===== config.mk =====
export PLATFORM = sky130hd
export DESIGN_NAME = prog_loader_flat
export DESIGN_NICKNAME = d
export VERILOG_FILES = /design/src/rtl/prog_loader_if.sv /design/src/rtl/prog_loader.sv /design/src/flat_wrapper.sv
export SDC_FILE = /design/constraint.sdc
export NUM_CORES = 1
export LEC_CHECK = 0
export CAP_MARGIN = 10
export CORE_MARGIN = 1.5
export CORE_UTILIZATION = 56
export DETAILED_ROUTE_END_ITERATION = 16
export PLACE_DENSITY = 0.87
export SKIP_CTS_REPAIR_TIMING = 1
export SLEW_MARGIN = 15
export SYNTH_ARGS = -nofsm -noshare
export SYNTH_HDL_FRONTEND = slang
export SYNTH_SLANG_ARGS = --single-unit

===== constraint.sdc =====
create_clock -name clk -period 8.42 [get_ports clk]
set_input_delay 1.263 -clock clk [delete_from_list [all_inputs] [get_ports clk]]
set_output_delay 1.263 -clock clk [all_outputs]
set_load 0.01 [all_outputs]

===== src/rtl/prog_loader_if.sv =====
// rtl/prog_loader_if.sv - load stream handshake bundle between a program source and prog_loader
interface prog_loader_if;
   logic        in_valid;
   logic [15:0] in_data;
   logic        in_last;
   logic        in_ready;

   modport master (output in_valid, in_data, in_last, input in_ready);
   modport slave  (input in_valid, in_data, in_last, output in_ready);
endinterface


===== src/rtl/prog_loader.sv =====
// rtl/prog_loader.sv - streams a program into single-port RAM, checksum-verifies it, then releases the CPU
// and hands it the RAM port.
module prog_loader #(
   parameter int SIZE = 8
) (
   input  logic            clk,
   input  logic            rst,
   input  logic            load_req,
   prog_loader_if.slave    ld,
   input  logic            cpu_wrEn,
   input  logic [SIZE-1:0] cpu_addr,
   input  logic [15:0]     cpu_din,
   output logic [15:0]     cpu_dout,
   output logic            ram_we,
   output logic [SIZE-1:0] ram_addr,
   output logic [15:0]     ram_din,
   input  logic [15:0]     ram_dout,
   output logic            cpu_rst,
   output logic            done,
   output logic            err,
   output logic [SIZE:0]   word_cnt
);

   typedef enum logic [2:0] {IDLE, LOAD, VERIFY, RUN, ERR} stateT;

   localparam logic [SIZE-1:0] TOP_ADDR = '1;

   stateT           state, nextState;
   logic [SIZE-1:0] wrPtr;
   logic [SIZE:0]   rdPtr;
   logic [SIZE:0]   wordCnt;
   logic [15:0]     loadSum;
   logic [15:0]     verifySum;
   logic [15:0]     verifyTotal;
   logic            accept;
   logic            lastRead;

   // A restart request wins over a word offered in the same cycle.
   assign accept      = (state == LOAD) && ld.in_valid && !load_req;
   assign lastRead    = (state == VERIFY) && (rdPtr == wordCnt);
   assign verifyTotal = verifySum + ram_dout;

   assign ld.in_ready = (state == LOAD);
   assign done        = (state == RUN);
   assign cpu_rst     = (state != RUN);
   assign err         = (state == ERR);
   assign cpu_dout    = ram_dout;
   assign word_cnt    = wordCnt;

   always_ff @(posedge clk or negedge rst) begin
      if (!rst) state <= IDLE;
      else      state <= nextState;
   end

   always_comb begin
      nextState = state;
      ram_we    = 1'b0;
      ram_addr  = '0;
      ram_din   = '0;
      case (state)
         IDLE: ;
         LOAD: begin
            ram_we   = accept;
            ram_addr = wrPtr;
            ram_din  = ld.in_data;
            if (accept && ld.in_last)
               nextState = VERIFY;
            else if (accept && wrPtr == TOP_ADDR)
               nextState = ERR;
         end
         VERIFY: begin
            // On the final cycle rdPtr may equal the RAM depth; that extra read is discarded.
            ram_addr = rdPtr[SIZE-1:0];
            if (lastRead)
               nextState = (verifyTotal == loadSum) ? RUN : ERR;
         end
         RUN: begin
            ram_we   = cpu_wrEn;
            ram_addr = cpu_addr;
            ram_din  = cpu_din;
         end
         ERR: ;
         default: nextState = IDLE;
      endcase
      if (load_req)
         nextState = LOAD;
   end

   always_ff @(posedge clk or negedge rst) begin
      if (!rst) begin
         wrPtr     <= '0;
         wordCnt   <= '0;
         loadSum   <= '0;
         rdPtr     <= '0;
         verifySum <= '0;
      end else if (load_req) begin
         wrPtr     <= '0;
         wordCnt   <= '0;
         loadSum   <= '0;
         rdPtr     <= '0;
         verifySum <= '0;
      end else if (accept) begin
         wrPtr   <= wrPtr + 1'b1;
         wordCnt <= wordCnt + 1'b1;
         loadSum <= loadSum + ld.in_data;
         if (ld.in_last) begin
            rdPtr     <= '0;
            verifySum <= '0;
         end
      end else if (state == VERIFY && !lastRead) begin
         rdPtr <= rdPtr + 1'b1;
         // Read data lags its address by one cycle, so nothing arrives on the first cycle.
         if (rdPtr != '0)
            verifySum <= verifySum + ram_dout;
      end
   end

endmodule

===== src/flat_wrapper.sv =====
// flat-port wrapper written by rule: the top's interface ports become plain ports
module prog_loader_flat 
#(
   parameter int SIZE = 8
)
  (clk, rst, load_req, cpu_wrEn, cpu_addr, cpu_din, cpu_dout, ram_we, ram_addr, ram_din, ram_dout, cpu_rst, done, err, word_cnt, ld_in_valid, ld_in_data, ld_in_last, ld_in_ready);
  prog_loader_if ld_i ();
  input  logic clk;
  input  logic rst;
  input  logic load_req;
  input  logic cpu_wrEn;
  input  logic [SIZE-1:0] cpu_addr;
  input  logic [15:0] cpu_din;
  output logic [15:0] cpu_dout;
  output logic ram_we;
  output logic [SIZE-1:0] ram_addr;
  output logic [15:0] ram_din;
  input  logic [15:0] ram_dout;
  output logic cpu_rst;
  output logic done;
  output logic err;
  output logic [SIZE:0] word_cnt;
  input wire logic [$bits(ld_i.in_valid)-1:0] ld_in_valid;
  input wire logic [$bits(ld_i.in_data)-1:0] ld_in_data;
  input wire logic [$bits(ld_i.in_last)-1:0] ld_in_last;
  output wire logic [$bits(ld_i.in_ready)-1:0] ld_in_ready;
  assign ld_i.in_valid = ld_in_valid;
  assign ld_i.in_data = ld_in_data;
  assign ld_i.in_last = ld_in_last;
  assign ld_in_ready = ld_i.in_ready;
  prog_loader #(.SIZE(SIZE)) u_core (.clk(clk), .rst(rst), .load_req(load_req), .ld(ld_i), .cpu_wrEn(cpu_wrEn), .cpu_addr(cpu_addr), .cpu_din(cpu_din), .cpu_dout(cpu_dout), .ram_we(ram_we), .ram_addr(ram_addr), .ram_din(ram_din), .ram_dout(ram_dout), .cpu_rst(cpu_rst), .done(done), .err(err), .word_cnt(word_cnt));
endmodule

==> impl_metrics.yaml <==
drt:
  route.detailed.drc: 0
  via_count: 5096
  wl_per_cell_um: 16.6
  route.detailed.vias_per_inst: 5.96
  drt-initial-drc-count: 342
  postRouteAntennaNets: 0
  totalWireLength_um: 14200
  drtPass1Iterations: 5
pwr:
  seq_power_share_pct: 33.4
  switching_share_pct: 36.8
  p_per_area_nw_per_um2: 158
  total_switching_power_w: 0.000384
  power_leakage_nw: 2.95
  clock_power_share_pct: 25.8
  power_frac_comb_pct: 40.8
  intPower_w: 0.000660
  vdd_drop_max_uv: 115
hold_path:
  hold_class: "flop to flop"
  hp-start: "u_core.verifySum[7]"
setup_path:
  timing.critical_path.buf_inv: 4
  crit_family: "buffers and inverters"
  critical_path.slowest_cell: "clkdlybuf4s50_1"
  cell_chain_of_the_critical_path: "clkdlybuf4s50_1 -> buf_4 -> inv_1 -> a22o_1 -> clkdlybuf4s50_1"
  setup.worst_path.class: "input pin to output port"
  critPathMaxFanout: 45
  start_kind: "input pin"
  critical-path-max-stage-delay_ns: 0.48
  crit_start: "load_req"
  worstReg2RegStart: "u_core.state[0]"
  cp_data_arrival_time_ns: 3.08
  crit_path_frequent_cell: "clkdlybuf4s50_1"
  worst_setup_path_end_kind: "output port"
  cp.required_ns: 7.16
cts:
  cts.sink_count: 61
  clk_latency_ns: 0.35
  inserted_clock_buffers: 9
  cts_max_level: 3
  clk_pin_slew_worst_paths_ns: 0.07
  cts.path.max_buffers: 2
  cts_root_buf: "clkbuf_8"
  cts_tree: "yes"
floorplan:
  rows: 35
  die-area_um2: 10100
  ioPinCount: 116
  core_area_um2: 9240
  initial_core_utilization_pct: 57.6
  die_width_um: 101
  die_h_um: 101
sta:
  min_period_over_period_pct: 51.5
  tightestPinTransition_ns: 1.24
  timing.final.max_slew_violations: 0
  setup-tns-final_ns: 0
  min_period_ns: 4.34
  maximum_operating_frequency_mhz: 230
  fin_ws_ns: 4.08
  unrepaired_setup_endpoints_after_global_routing: "false"
  setup_violations: 0
  final_hold_viol_count: 0
  fin_skew_ns: 0.0150
  slew_headroom_pct: 16.6
final_layout:
  final_layout_size_suffix_gt1_share_pct: 5.51
  num-nets-final: 819
  antenna-diode-count: 0
  flow.area_growth_from_synthesis_pct: 24.3
  mostFrequentLayoutCells: "clkdlybuf4s50_1, nor2_1, nand2_1, dfrtp_1, a21oi_1"
  most_frequent_standard_cell_in_the_layout_excluding_fill_and_tap_cells: "clkdlybuf4s50_1"
placement:
  port-buffer-count: 115
  detailed_place_hpwl_um: 10500
  gp_congestion: 0.937
  place_worst_setup_slack_ns: 3.80
global_route:
  grt_pass1_wl_um: 23200
  grt_use_total_pct: 28.9
  grt_start_max_net_pins: 62
  grt_antenna_before_repair: 0
  first_global_vias: 4889
  gr-total-overflow: 0
status:
  run_status: "finished, final reports clean"
logic_synthesis:
  synth_enable_flop_cells: 0
  synth_compound_area_share_pct: 18.5
  ys_types: 73
  yosys.area_share.simple_pct: 22.6
  yosys.area_share.adder_pct: 8.74
  synthCells: 636
  yosys_register_bits: 61
  ys_seq_area_share_pct: 28.7
  syn_area_per_cell_um2: 8.37
  synth_fp_nets: 734
  synthesized_cell_area_um2: 5330
  yosys_most_used_dff: "dfrtp_1"
  synth_xor_xnor_area_share_pct: 10.7
  asyncSetResetFlopFracSynth_pct: 100
  yosys_warnings: 0
  post_synth_mux_area_share_pct: 5.12
  combinational_family_with_the_most_area_after_synthesis: "simple AND/OR/NAND/NOR gates"
job:
  max_cap_violations: 0
[per-layer routing]
metal  up-vias  routed length [µm]  GRT usage (%)
met2       214                6900           49.1
met1      2428                6170           37.1
met3        27                 914           5.41
li1       2427                   -              -
met5         -                   0              0
met4         0                 241           9.64
[cells in the mapped netlist (3+ instances only)]
master,number,area share (%)
or2_2,4,0.47
buf_2,3,0.28
nand4_1,11,1.3
o21a_1,5,0.70
nand3_1,11,1.0
o31ai_1,6,0.85
o211a_1,3,0.56
nor2b_1,8,0.94
nor3_1,18,1.7
xnor2_1,32,5.3
or3_1,11,1.3
dfrtp_1,61,29
nor2_1,79,5.6
a22o_1,6,0.99
nor4b_1,3,0.49
a21oi_1,44,4.1
nor4_1,4,0.47
ha_1,34,8.0
a21o_1,8,1.1
and3_1,9,1.1
a31oi_1,3,0.35
clkbuf_1,20,1.4
mux2i_1,25,4.7
buf_1,4,0.28
a211oi_1,6,0.85
inv_1,14,0.99
o21ai_0,23,2.2
a2111oi_0,4,0.66
nand2b_1,4,0.47
xor2_1,28,4.6
buf_4,17,2.4
nand2_1,72,5.1
[flip-flops by register name, indices dropped and copies added (netlist names)]
register,cells
u_core.loadSum,16
u_core.verifySum,16
u_core.rdPtr,9
u_core.word_cnt,9
u_core.wrPtr,8
u_core.state,3
[cell type report]
class / count / area [µm²]
clock buffers: 10 / 128
clock inverters: 6 / 72.6
fillers: 711 / 2620
inverters: 14 / 52.6
multi-input cells: 515 / 3500
flip-flops and latches: 61 / 1530
well taps: 129 / 161
repair buffers: 120 / 1180
[worst paths after layout]
path / to / cells past startpoint / slack, ns
setup / recovery: ram_we / 5 / 4.08
hold / removal: u_core.verifySum[7] / 2 / 0.50
setup reg to reg: u_core.state[1] / 8 / 4.68
hold reg to reg: u_core.verifySum[7] / 2 / 0.50
max in group asynchronous: u_core.state[2] / 2 / 6.77
min in group asynchronous: u_core.verifySum[4] / 2 / 1.08
[stage by stage]
step	total power [W]	std cells	hold slack, ns	cell area, µm²	utilization (%)
2_1_floorplan	0.000618	636	0.454	5330	-
5_1_grt	0.00110	855	0.522	6620	71.7
3_3_place_gp	0.000759	839	0.468	6420	69.5
3_5_place_dp	0.000772	839	0.483	6420	69.5
6_report	0.00104	855	0.501	6620	71.7
4_1_cts	0.00104	855	0.499	6620	71.7
[worst reg2reg max path: cells and delay by family (launching register included)]
family / cells / cell delay (ns)
AO/OA/AOI/OAI: 1 / 0.14
flip-flops: 1 / 0.71
AND/OR/NAND/NOR: 7 / 2.81
[kinds of logic (layout without fill, tap and decap cells)]
group,count (synthesis),count (layout)
simple gates,249,249
compound gates,141,141
xor+xnor,62,62
flops,61,61
buf+inv,60,150
fa+ha+maj,36,36
mux,27,27
[power groups by stage]
stage	Clock, W	Combinational, W	Sequential (W)
after floorplan	0	0.000278	0.000341
after global placement	0	0.000407	0.000352
after detailed placement	0	0.000419	0.000353
after CTS	0.000272	0.000422	0.000348
after global routing	0.000287	0.000463	0.000352
final	0.000270	0.000426	0.000349
Note: power is estimated with default switching activity, not from simulation.
